## config.mk

```make
export PLATFORM = sky130hd
export DESIGN_NAME = router_fifo_depacketizer_flat
export DESIGN_NICKNAME = d
export VERILOG_FILES = /design/src/rtl/router_fifo_depacketizer_if.sv /design/src/rtl/router_fifo_depacketizer.sv /design/src/flat_wrapper.sv
export SDC_FILE = /design/constraint.sdc
export NUM_CORES = 2
export LEC_CHECK = 0
export ABC_CLOCK_PERIOD_IN_PS = 4910
export CORE_UTILIZATION = 55
export CTS_CLUSTER_SIZE = 16
export DETAILED_ROUTE_END_ITERATION = 16
export GPL_TIMING_DRIVEN = 0
export PLACE_DENSITY = 0.71
export SYNTH_ARGS = -nofsm -noshare
export SYNTH_HDL_FRONTEND = slang
export SYNTH_SLANG_ARGS = --single-unit
```

## constraint.sdc

```tcl
create_clock -name clk_router -period 4.91 [get_ports clk_router]
set_input_delay 0.982 -clock clk_router [delete_from_list [all_inputs] [get_ports clk_router]]
set_output_delay 0.982 -clock clk_router [all_outputs]
set_load 0.01 [all_outputs]
```

## src/rtl/router_fifo_depacketizer_if.sv

```systemverilog
// Router local-port / DLA write-FIFO bus bundle for router_fifo_depacketizer.
// Flit layout (MSB..LSB): {label[1:0], vc_id[VC_W-1:0], data[FLIT_DATA_SIZE-1:0]}.
// Labels: 2'b00 HEAD, 2'b01 BODY, 2'b10 TAIL, 2'b11 HEADTAIL.
// The master modport is the depacketizer side; slave is the router/FIFO side.
interface router_fifo_depacketizer_if #(
   parameter int unsigned FLIT_DATA_SIZE = 32,
   parameter int unsigned VC_NUM         = 2
);
   localparam int unsigned VC_W   = (VC_NUM > 1) ? $clog2(VC_NUM) : 1;
   localparam int unsigned FLIT_W = 2 + VC_W + FLIT_DATA_SIZE;

   logic [FLIT_W-1:0]         router_data_out;
   logic                      router_valid_out;
   logic [VC_NUM-1:0]         router_is_on_off_in;
   logic [VC_NUM-1:0]         router_is_allocatable_in;
   logic                      router2fifo_en;
   logic [FLIT_DATA_SIZE-1:0] router2fifo_data;
   logic                      router_write_buffer_afull;

   modport master (
      input  router_data_out, router_valid_out, router_write_buffer_afull,
      output router_is_on_off_in, router_is_allocatable_in, router2fifo_en, router2fifo_data
   );

   modport slave (
      output router_data_out, router_valid_out, router_write_buffer_afull,
      input  router_is_on_off_in, router_is_allocatable_in, router2fifo_en, router2fifo_data
   );
endinterface

```

## src/rtl/router_fifo_depacketizer.sv

```systemverilog
// Store-and-forward depacketizer: router flits -> {header word, data words} FIFO stream.
// HEAD/HEADTAIL data field: x [FSZ-1:FSZ-4], y [FSZ-5:FSZ-8], l [FSZ-9:FSZ-11],
// head_pl [FSZ-20:0]; bits [FSZ-12:FSZ-19] are ignored (that slot carries len on output).
// Optional feature: define DEPKT_STATS_EN for live stat_pkt_cnt / stat_drop_cnt counters.
module router_fifo_depacketizer #(
   parameter int unsigned DATA_DEPTH     = 64,
   parameter int unsigned HDR_DEPTH      = 2,
   parameter int unsigned ON_OFF_MARGIN  = 4,
   parameter int unsigned FLIT_DATA_SIZE = 32,
   parameter int unsigned VC_NUM         = 2
) (
   input  logic                        clk_router,
   input  logic                        rst_router,
   router_fifo_depacketizer_if.master  bus,
   output logic                        err_overflow,
   output logic [15:0]                 stat_pkt_cnt,
   output logic [15:0]                 stat_drop_cnt
);
   localparam int unsigned FSZ    = FLIT_DATA_SIZE;
   localparam int unsigned VC_W   = (VC_NUM > 1) ? $clog2(VC_NUM) : 1;
   localparam int unsigned FLIT_W = 2 + VC_W + FSZ;
   localparam int unsigned PL_W   = FSZ - 19;
   localparam int unsigned DA_W   = $clog2(DATA_DEPTH);
   localparam int unsigned DC_W   = $clog2(DATA_DEPTH + 1);
   localparam int unsigned HA_W   = (HDR_DEPTH > 1) ? $clog2(HDR_DEPTH) : 1;
   localparam int unsigned HC_W   = $clog2(HDR_DEPTH + 1);

   localparam logic [1:0] FlitHead = 2'b00, FlitBody = 2'b01, FlitTail = 2'b10,
                          FlitHeadTail = 2'b11;

   typedef enum logic [1:0] {StIdle, StHdr, StData} state_e;

   typedef struct packed {
      logic [3:0]      x;
      logic [3:0]      y;
      logic [2:0]      l;
      logic [7:0]      len;
      logic            no_data;
      logic [PL_W-1:0] pl;
   } hdr_t;

   logic [FSZ-1:0]  d_mem [DATA_DEPTH];
   hdr_t            h_mem [HDR_DEPTH];
   logic [DA_W-1:0] d_wr_q, d_rd_q;
   logic [DC_W-1:0] d_cnt_q;
   logic [HA_W-1:0] h_wr_q, h_rd_q;
   logic [HC_W-1:0] h_cnt_q;
   logic [3:0]      stg_x_q, stg_y_q;
   logic [2:0]      stg_l_q;
   logic [PL_W-1:0] stg_pl_q;
   logic [8:0]      cnt_q, rem_q, rem_d;
   state_e          state_q, state_d;
   logic            en_q, en_d;
   logic [FSZ-1:0]  data_q, data_d;
   logic            err_q;

   logic [1:0]      lbl;
   logic [FSZ-1:0]  fdat;
   logic            d_full, h_full, d_push, d_pop, h_push, h_pop, drop, stg_ld, cnt_inc;
   logic            pkt_inc, hdr_go, flow_ok;
   hdr_t            h_new, h_head;
   logic            unused_flit;

   assign lbl         = bus.router_data_out[FLIT_W-1 -: 2];
   assign fdat        = bus.router_data_out[FSZ-1:0];
   assign unused_flit = ^{bus.router_data_out[FSZ +: VC_W], fdat[FSZ-12 -: 8]};
   assign d_full      = (d_cnt_q == DC_W'(DATA_DEPTH));
   assign h_full      = (h_cnt_q == HC_W'(HDR_DEPTH));
   assign h_head      = h_mem[h_rd_q];

   // Write side: classify the incoming flit into staging / queue pushes / drop.
   always_comb begin
      d_push  = 1'b0;
      h_push  = 1'b0;
      drop    = 1'b0;
      stg_ld  = 1'b0;
      cnt_inc = 1'b0;
      h_new   = '0;
      if (bus.router_valid_out) begin
         unique case (lbl)
            FlitHead: stg_ld = 1'b1;
            FlitBody: begin
               // cnt_q[8] set means 256 words already staged; len could not encode more.
               if (d_full || cnt_q[8]) drop = 1'b1;
               else begin
                  d_push  = 1'b1;
                  cnt_inc = 1'b1;
               end
            end
            FlitTail: begin
               if (d_full || h_full || cnt_q[8]) drop = 1'b1;
               else begin
                  d_push = 1'b1;
                  h_push = 1'b1;
                  h_new  = '{x: stg_x_q, y: stg_y_q, l: stg_l_q, len: cnt_q[7:0],
                             no_data: 1'b0, pl: stg_pl_q};
               end
            end
            FlitHeadTail: begin
               stg_ld = 1'b1;
               if (h_full) drop = 1'b1;
               else begin
                  h_push = 1'b1;
                  h_new  = '{x: fdat[FSZ-1 -: 4], y: fdat[FSZ-5 -: 4], l: fdat[FSZ-9 -: 3],
                             len: 8'hFF, no_data: 1'b1, pl: fdat[PL_W-1:0]};
               end
            end
         endcase
      end
   end

   // Read FSM next state and registered-output next values.
   always_comb begin
      state_d = state_q;
      rem_d   = rem_q;
      en_d    = 1'b0;
      data_d  = '0;
      d_pop   = 1'b0;
      h_pop   = 1'b0;
      pkt_inc = 1'b0;
      // Idle with a queued header emits at once, so the header leaves one edge after it lands.
      hdr_go  = !bus.router_write_buffer_afull &&
                ((state_q == StHdr) || (state_q == StIdle && h_cnt_q != '0));
      if (hdr_go) begin
         en_d   = 1'b1;
         data_d = {h_head.x, h_head.y, h_head.l, h_head.len, h_head.pl};
         if (h_head.no_data) begin
            h_pop   = 1'b1;
            pkt_inc = 1'b1;
            state_d = StIdle;
         end else begin
            rem_d   = {1'b0, h_head.len} + 9'd1;
            state_d = StData;
         end
      end else if (state_q == StIdle && h_cnt_q != '0) begin
         state_d = StHdr;
      end else if (state_q == StData && !bus.router_write_buffer_afull) begin
         en_d   = 1'b1;
         data_d = d_mem[d_rd_q];
         d_pop  = 1'b1;
         rem_d  = rem_q - 9'd1;
         if (rem_q == 9'd1) begin
            h_pop   = 1'b1;
            pkt_inc = 1'b1;
            state_d = (h_cnt_q > HC_W'(1)) ? StHdr : StIdle;
         end
      end
   end

   // Queue storage (no reset needed; validity is tracked by the pointers/counts).
   always_ff @(posedge clk_router) begin
      if (d_push) d_mem[d_wr_q] <= fdat;
      if (h_push) h_mem[h_wr_q] <= h_new;
   end

   // Pointers, counts, staging, FSM and registered outputs.
   always_ff @(posedge clk_router or posedge rst_router) begin
      if (rst_router) begin
         d_wr_q   <= '0;
         d_rd_q   <= '0;
         d_cnt_q  <= '0;
         h_wr_q   <= '0;
         h_rd_q   <= '0;
         h_cnt_q  <= '0;
         stg_x_q  <= '0;
         stg_y_q  <= '0;
         stg_l_q  <= '0;
         stg_pl_q <= '0;
         cnt_q    <= '0;
         rem_q    <= '0;
         state_q  <= StIdle;
         en_q     <= 1'b0;
         data_q   <= '0;
         err_q    <= 1'b0;
      end else begin
         if (d_push) d_wr_q <= d_wr_q + DA_W'(1);
         if (d_pop)  d_rd_q <= d_rd_q + DA_W'(1);
         d_cnt_q <= d_cnt_q + DC_W'(d_push) - DC_W'(d_pop);
         if (h_push) h_wr_q <= (h_wr_q == HA_W'(HDR_DEPTH - 1)) ? '0 : h_wr_q + HA_W'(1);
         if (h_pop)  h_rd_q <= (h_rd_q == HA_W'(HDR_DEPTH - 1)) ? '0 : h_rd_q + HA_W'(1);
         h_cnt_q <= h_cnt_q + HC_W'(h_push) - HC_W'(h_pop);
         if (stg_ld) begin
            stg_x_q  <= fdat[FSZ-1 -: 4];
            stg_y_q  <= fdat[FSZ-5 -: 4];
            stg_l_q  <= fdat[FSZ-9 -: 3];
            stg_pl_q <= fdat[PL_W-1:0];
            cnt_q    <= '0;
         end else if (cnt_inc) begin
            cnt_q <= cnt_q + 9'd1;
         end
         rem_q   <= rem_d;
         state_q <= state_d;
         en_q    <= en_d;
         data_q  <= data_d;
         if (drop) err_q <= 1'b1;
      end
   end

   assign flow_ok = (DC_W'(DATA_DEPTH) - d_cnt_q > DC_W'(ON_OFF_MARGIN)) &&
                    (h_cnt_q < HC_W'(HDR_DEPTH));
   assign bus.router_is_on_off_in      = {VC_NUM{flow_ok}};
   assign bus.router_is_allocatable_in = {VC_NUM{1'b1}};
   assign bus.router2fifo_en           = en_q;
   assign bus.router2fifo_data         = data_q;
   assign err_overflow                 = err_q;

`ifdef DEPKT_STATS_EN
   logic [15:0] pkt_cnt_q, drop_cnt_q;

   // Saturating packet / drop statistics.
   always_ff @(posedge clk_router or posedge rst_router) begin
      if (rst_router) begin
         pkt_cnt_q  <= '0;
         drop_cnt_q <= '0;
      end else begin
         if (pkt_inc && pkt_cnt_q != 16'hFFFF) pkt_cnt_q <= pkt_cnt_q + 16'd1;
         if (drop && drop_cnt_q != 16'hFFFF)   drop_cnt_q <= drop_cnt_q + 16'd1;
      end
   end

   assign stat_pkt_cnt  = pkt_cnt_q;
   assign stat_drop_cnt = drop_cnt_q;
`else
   logic unused_stats;
   assign unused_stats  = pkt_inc;
   assign stat_pkt_cnt  = '0;
   assign stat_drop_cnt = '0;
`endif
endmodule
```

## src/flat_wrapper.sv

```systemverilog
// flat-port wrapper written by rule: the top's interface ports become plain ports
module router_fifo_depacketizer_flat 
#(
   parameter int unsigned DATA_DEPTH     = 64,
   parameter int unsigned HDR_DEPTH      = 2,
   parameter int unsigned ON_OFF_MARGIN  = 4,
   parameter int unsigned FLIT_DATA_SIZE = 32,
   parameter int unsigned VC_NUM         = 2
)
  (clk_router, rst_router, err_overflow, stat_pkt_cnt, stat_drop_cnt, bus_router_data_out, bus_router_valid_out, bus_router_write_buffer_afull, bus_router_is_on_off_in, bus_router_is_allocatable_in, bus_router2fifo_en, bus_router2fifo_data);
  router_fifo_depacketizer_if #(.FLIT_DATA_SIZE(FLIT_DATA_SIZE), .VC_NUM(VC_NUM)) bus_i ();
  input  logic clk_router;
  input  logic rst_router;
  output logic err_overflow;
  output logic [15:0] stat_pkt_cnt;
  output logic [15:0] stat_drop_cnt;
  input wire logic [$bits(bus_i.router_data_out)-1:0] bus_router_data_out;
  input wire logic [$bits(bus_i.router_valid_out)-1:0] bus_router_valid_out;
  input wire logic [$bits(bus_i.router_write_buffer_afull)-1:0] bus_router_write_buffer_afull;
  output wire logic [$bits(bus_i.router_is_on_off_in)-1:0] bus_router_is_on_off_in;
  output wire logic [$bits(bus_i.router_is_allocatable_in)-1:0] bus_router_is_allocatable_in;
  output wire logic [$bits(bus_i.router2fifo_en)-1:0] bus_router2fifo_en;
  output wire logic [$bits(bus_i.router2fifo_data)-1:0] bus_router2fifo_data;
  assign bus_i.router_data_out = bus_router_data_out;
  assign bus_i.router_valid_out = bus_router_valid_out;
  assign bus_i.router_write_buffer_afull = bus_router_write_buffer_afull;
  assign bus_router_is_on_off_in = bus_i.router_is_on_off_in;
  assign bus_router_is_allocatable_in = bus_i.router_is_allocatable_in;
  assign bus_router2fifo_en = bus_i.router2fifo_en;
  assign bus_router2fifo_data = bus_i.router2fifo_data;
  router_fifo_depacketizer #(.DATA_DEPTH(DATA_DEPTH), .HDR_DEPTH(HDR_DEPTH), .ON_OFF_MARGIN(ON_OFF_MARGIN), .FLIT_DATA_SIZE(FLIT_DATA_SIZE), .VC_NUM(VC_NUM)) u_core (.clk_router(clk_router), .rst_router(rst_router), .bus(bus_i), .err_overflow(err_overflow), .stat_pkt_cnt(stat_pkt_cnt), .stat_drop_cnt(stat_drop_cnt));
endmodule
```

==> qor.json <==
{
  "clocking": {
    "cts_hold_buf": 0,
    "tritoncts_clock_tree": "done",
    "clock-sinks": 2215,
    "worst_skew_pair.late_latency_ps": 890,
    "clock_tree.htree_level_count": 4,
    "cts.reportedPaths.clkPinSlew_ps": 60,
    "clockRootBuffer": "sky130_fd_sc_hd__clkbuf_16",
    "post_cts.resized_instances": 0,
    "post_cts.repair.setup_buffers": 0,
    "clockBufferDepth": 3,
    "numCtsBuffers": 211
  },
  "floorplan": {
    "floorplan.io_pins": 109,
    "die_height_microns": 397.5,
    "initial_core_util_pct": 55.60,
    "fp-row-count": 144,
    "die_wd_microns": 397.5,
    "fp.dieArea_sq_um": 158000,
    "placeable_area_sq_um": 154800
  },
  "worst_setup_path": {
    "critical_path.reg2reg.startpoint": "u_core.d_rd_q[2]",
    "worst-setup-path-type": "register to register",
    "timing.critical_path.cells": "buf_2 > buf_2 > and2_1 > buf_2 > clkbuf_1 > clkdlybuf4s15_1 > a21oi_1 > a21oi_1 > o21ai_1 > o221ai_1",
    "length_in_cells_of_the_worst_reg_to_reg_path": 10,
    "critical_path_required_ps": 5680,
    "cp.arrival_ps": 5870,
    "crit_path_max_fanout": 10,
    "setup.worst_path.end_class": "register",
    "reg_to_reg_setup_timing_slack_ps": -190,
    "reg_to_reg_critical_path_endpoint": "u_core.bus.router2fifo_data[8]",
    "cp_common_cell": "sky130_fd_sc_hd__buf_2",
    "slowest_delay_ps": 1070,
    "critical-path-slowest-cell": "sky130_fd_sc_hd__clkdlybuf4s15_1",
    "worstSetupStartpointType": "register"
  },
  "synth": {
    "synth-warning-count": 0,
    "largest_family_of_logic_cells_by_synthesized_area": "multiplexers",
    "synth_area_sq_um": 86050,
    "synth.yosys.seq_area_share_pct": 76.71,
    "synth_adder_area_share_pct": 0.3577,
    "post_synth_num_cell_types": 69,
    "dominantRegCellSynth": "sky130_fd_sc_hd__edfxtp_1",
    "synth.avg_cell_area_sq_um": 21.04,
    "synth_edf_count": 2114,
    "post_synthesis_share_of_cell_area_spent_on_and_or_nand_and_nor_gates_pct": 2.108,
    "synth-async-reset-ratio_pct": 4.560,
    "synth-compound-area-share_pct": 3.299,
    "post_synthesis_sequential_element_count": 2215,
    "synth.area.mux_share_pct": 15.17,
    "synthXorXnorAreaFrac_pct": 0.3054,
    "postSynthCellCount": 4090
  },
  "sta": {
    "hold_viol": 0,
    "final.period_utilization_pct": 103.8,
    "max_freq_ghz": 0.1962,
    "fin_skew_ps": 36.52,
    "max-slew-margin-rel_pct": -8.875,
    "setup_tns_ps": -194.2,
    "rsz0062_at_grt": "false",
    "slew_at_the_pin_with_the_worst_max_slew_slack_ps": 1633,
    "finalWorstSetupSlack_ps": -186.9,
    "slew_viol_final": 44,
    "layout_min_cycle_time_ps": 5097,
    "finish_stage_setup_viols": 2
  },
  "drt": {
    "vias": 49490,
    "drt-pass1-iter-count": 12,
    "routedWlPerCell_microns": 44.07,
    "ant_nets": 0,
    "route.detailed.drc": 0,
    "route.final.wire_length_mm": 299.3,
    "initialDrtViolationCount": 10260,
    "routed_via_density": 7.288
  },
  "status": {
    "run_status": "complete, but fails checks",
    "failed_checks": "max-capacitance violations, max-slew violations, negative setup slack"
  },
  "finish": {
    "share_of_final_layout_standard_cells_stronger_than_drive_strength_1_pct": 25.40,
    "synthToLayoutAreaGrowth_pct": 15.80,
    "fin_nets": 4621,
    "layout.filler_cells": 9962,
    "layout.cells.most_common": "sky130_fd_sc_hd__edfxtp_1",
    "layout.cells.most_common_list": "sky130_fd_sc_hd__edfxtp_1 (2,114), sky130_fd_sc_hd__mux4_2 (468), sky130_fd_sc_hd__mux2i_1 (238)"
  },
  "pwr": {
    "p_total_mw": 54.27,
    "vdd_drop_max_mv": 0.3988,
    "cellLeakagePower_nw": 32.31,
    "power.density_nw_per_um2": 544.6
  },
  "min_path": {
    "hold-path-cell-count": 1,
    "timing.hold.worst.class": "register to register",
    "holdCritStartpoint": "u_core.err_overflow",
    "min_to": "u_core.err_overflow"
  },
  "place": {
    "dpl.hpwl_mm": 195.3,
    "number_of_port_buffers": 73,
    "place.gp.congestion": 0.9726
  },
  "global_route": {
    "grt_usage_pct": 38.09,
    "grt_overflow_total": 0,
    "grt_pass1_vias": 47150,
    "number_of_antenna_violations_at_the_first_check_in_global_routing": 16,
    "grt_max_degree": 73,
    "wire_length_of_the_first_global_routing_pass_mm": 396.8
  },
  "flow_run": {
    "maxCapViolations": 4
  }
}
-- critical path: cells and delay by family, from the launching register on --
kind	cells	cell delay, ps
AO/OA/AOI/OAI	4	1220
buffers and inverters	5	3200
flip-flops	1	330
AND/OR/NAND/NOR	1	190
-- sequential cells by signal (all words and copies together) (netlist names), 7 cells and up --
| register | flops |
|---|---|
| u_core.d_mem | 2048 |
| u_core.rem_q | 9 |
| u_core.bus.router2fifo_data | 32 |
| u_core.d_cnt_q | 7 |
| u_core.h_mem | 66 |
| u_core.stg_pl_q | 13 |
| u_core.cnt_q | 9 |
-- stage by stage --
stage	instances	setup WS, ps	hold WS, ps	cell area (sq um)	utilization [%]
floorplan	4122	832.6	446.1	86170	-
global placement	6239	-3277	459.3	89460	57.80
detailed placement	6386	-777.5	455.1	92880	60.01
CTS	6778	27.83	448.4	99570	64.34
global route	6783	0.2869	465.1	99630	64.37
finish	6791	-186.9	462.5	99650	64.38
-- layout make-up --
class / instances / area, sq um / share of cell area, %
well taps: 2044 / 2557 / 2.567
clock buffers: 278 / 5647 / 5.667
clock inverters: 114 / 1046 / 1.050
plain buffers: 256 / 1668 / 1.674
flip-flops and latches: 2215 / 66010 / 66.24
repair buffers: 223 / 3664 / 3.677
multi-input cells: 1623 / 18920 / 18.99
diodes: 10 / 25.02 / 0.02511
inverters: 28 / 110.1 / 0.1105
-- cell usage after synthesis, types with 20 or more instances --
cell | n | area share [%]
sky130_fd_sc_hd__edfxtp_1 | 2114 | 74
sky130_fd_sc_hd__mux4_2 | 468 | 12
sky130_fd_sc_hd__mux2i_1 | 238 | 2.8
sky130_fd_sc_hd__nor2_1 | 166 | 0.72
sky130_fd_sc_hd__nand2_1 | 129 | 0.56
sky130_fd_sc_hd__dfrtp_1 | 101 | 2.9
sky130_fd_sc_hd__a22oi_1 | 78 | 0.68
sky130_fd_sc_hd__buf_4 | 76 | 0.66
sky130_fd_sc_hd__clkbuf_1 | 72 | 0.31
sky130_fd_sc_hd__a21oi_1 | 68 | 0.40
sky130_fd_sc_hd__buf_2 | 62 | 0.36
sky130_fd_sc_hd__o22ai_1 | 49 | 0.36
sky130_fd_sc_hd__o21ai_0 | 37 | 0.22
sky130_fd_sc_hd__nand3_1 | 34 | 0.20
sky130_fd_sc_hd__buf_6 | 32 | 0.42
sky130_fd_sc_hd__o221ai_1 | 31 | 0.32
sky130_fd_sc_hd__a2111oi_0 | 30 | 0.31
sky130_fd_sc_hd__inv_1 | 28 | 0.12
sky130_fd_sc_hd__ha_1 | 23 | 0.33
sky130_fd_sc_hd__nor2b_1 | 21 | 0.15
sky130_fd_sc_hd__xnor2_1 | 20 | 0.20
-- report_power, final --
group / internal, mW / switching, mW
Clock: 8.96 / 7.12
Combinational: 6.01 / 10.8
Sequential: 21.1 / 0.280
-- how the worst max path moves through the flow --
stage	start	to	slack, ps	cells past startpoint
after global placement	bus_router_data_out[33]	u_core.d_mem[43][27]	-3280	8
after global routing	u_core.d_rd_q[2]	u_core.bus.router2fifo_data[8]	0.3	10
after detailed placement	bus_router_write_buffer_afull	u_core.bus.router2fifo_data[8]	-780	10
after floorplan	bus_router_data_out[33]	u_core.d_mem[19][0]	830	7
final	u_core.d_rd_q[2]	u_core.bus.router2fifo_data[8]	-190	10
after CTS	u_core.d_rd_q[4]	u_core.bus.router2fifo_data[22]	30	7
-- kinds of logic after synthesis --
logic type | count (synthesis)
AOI/OAI and AO/OA | 406
xor gates and xnor gates | 30
adders and majority gates | 24
buffers and inverters | 284
DFF | 2215
muxes | 718
other | 2
and+or+nand+nor | 411
-- per-layer routing --
layer	up-vias	GRT usage, %	wire length [microns]
li1	17880	-	-
met1	25190	47.86	95400
met2	5173	54.53	128400
met3	1232	15.58	50070
met4	16	25.20	25070
met5	-	1.423	390
Note: power is estimated with default switching activity, not from simulation.
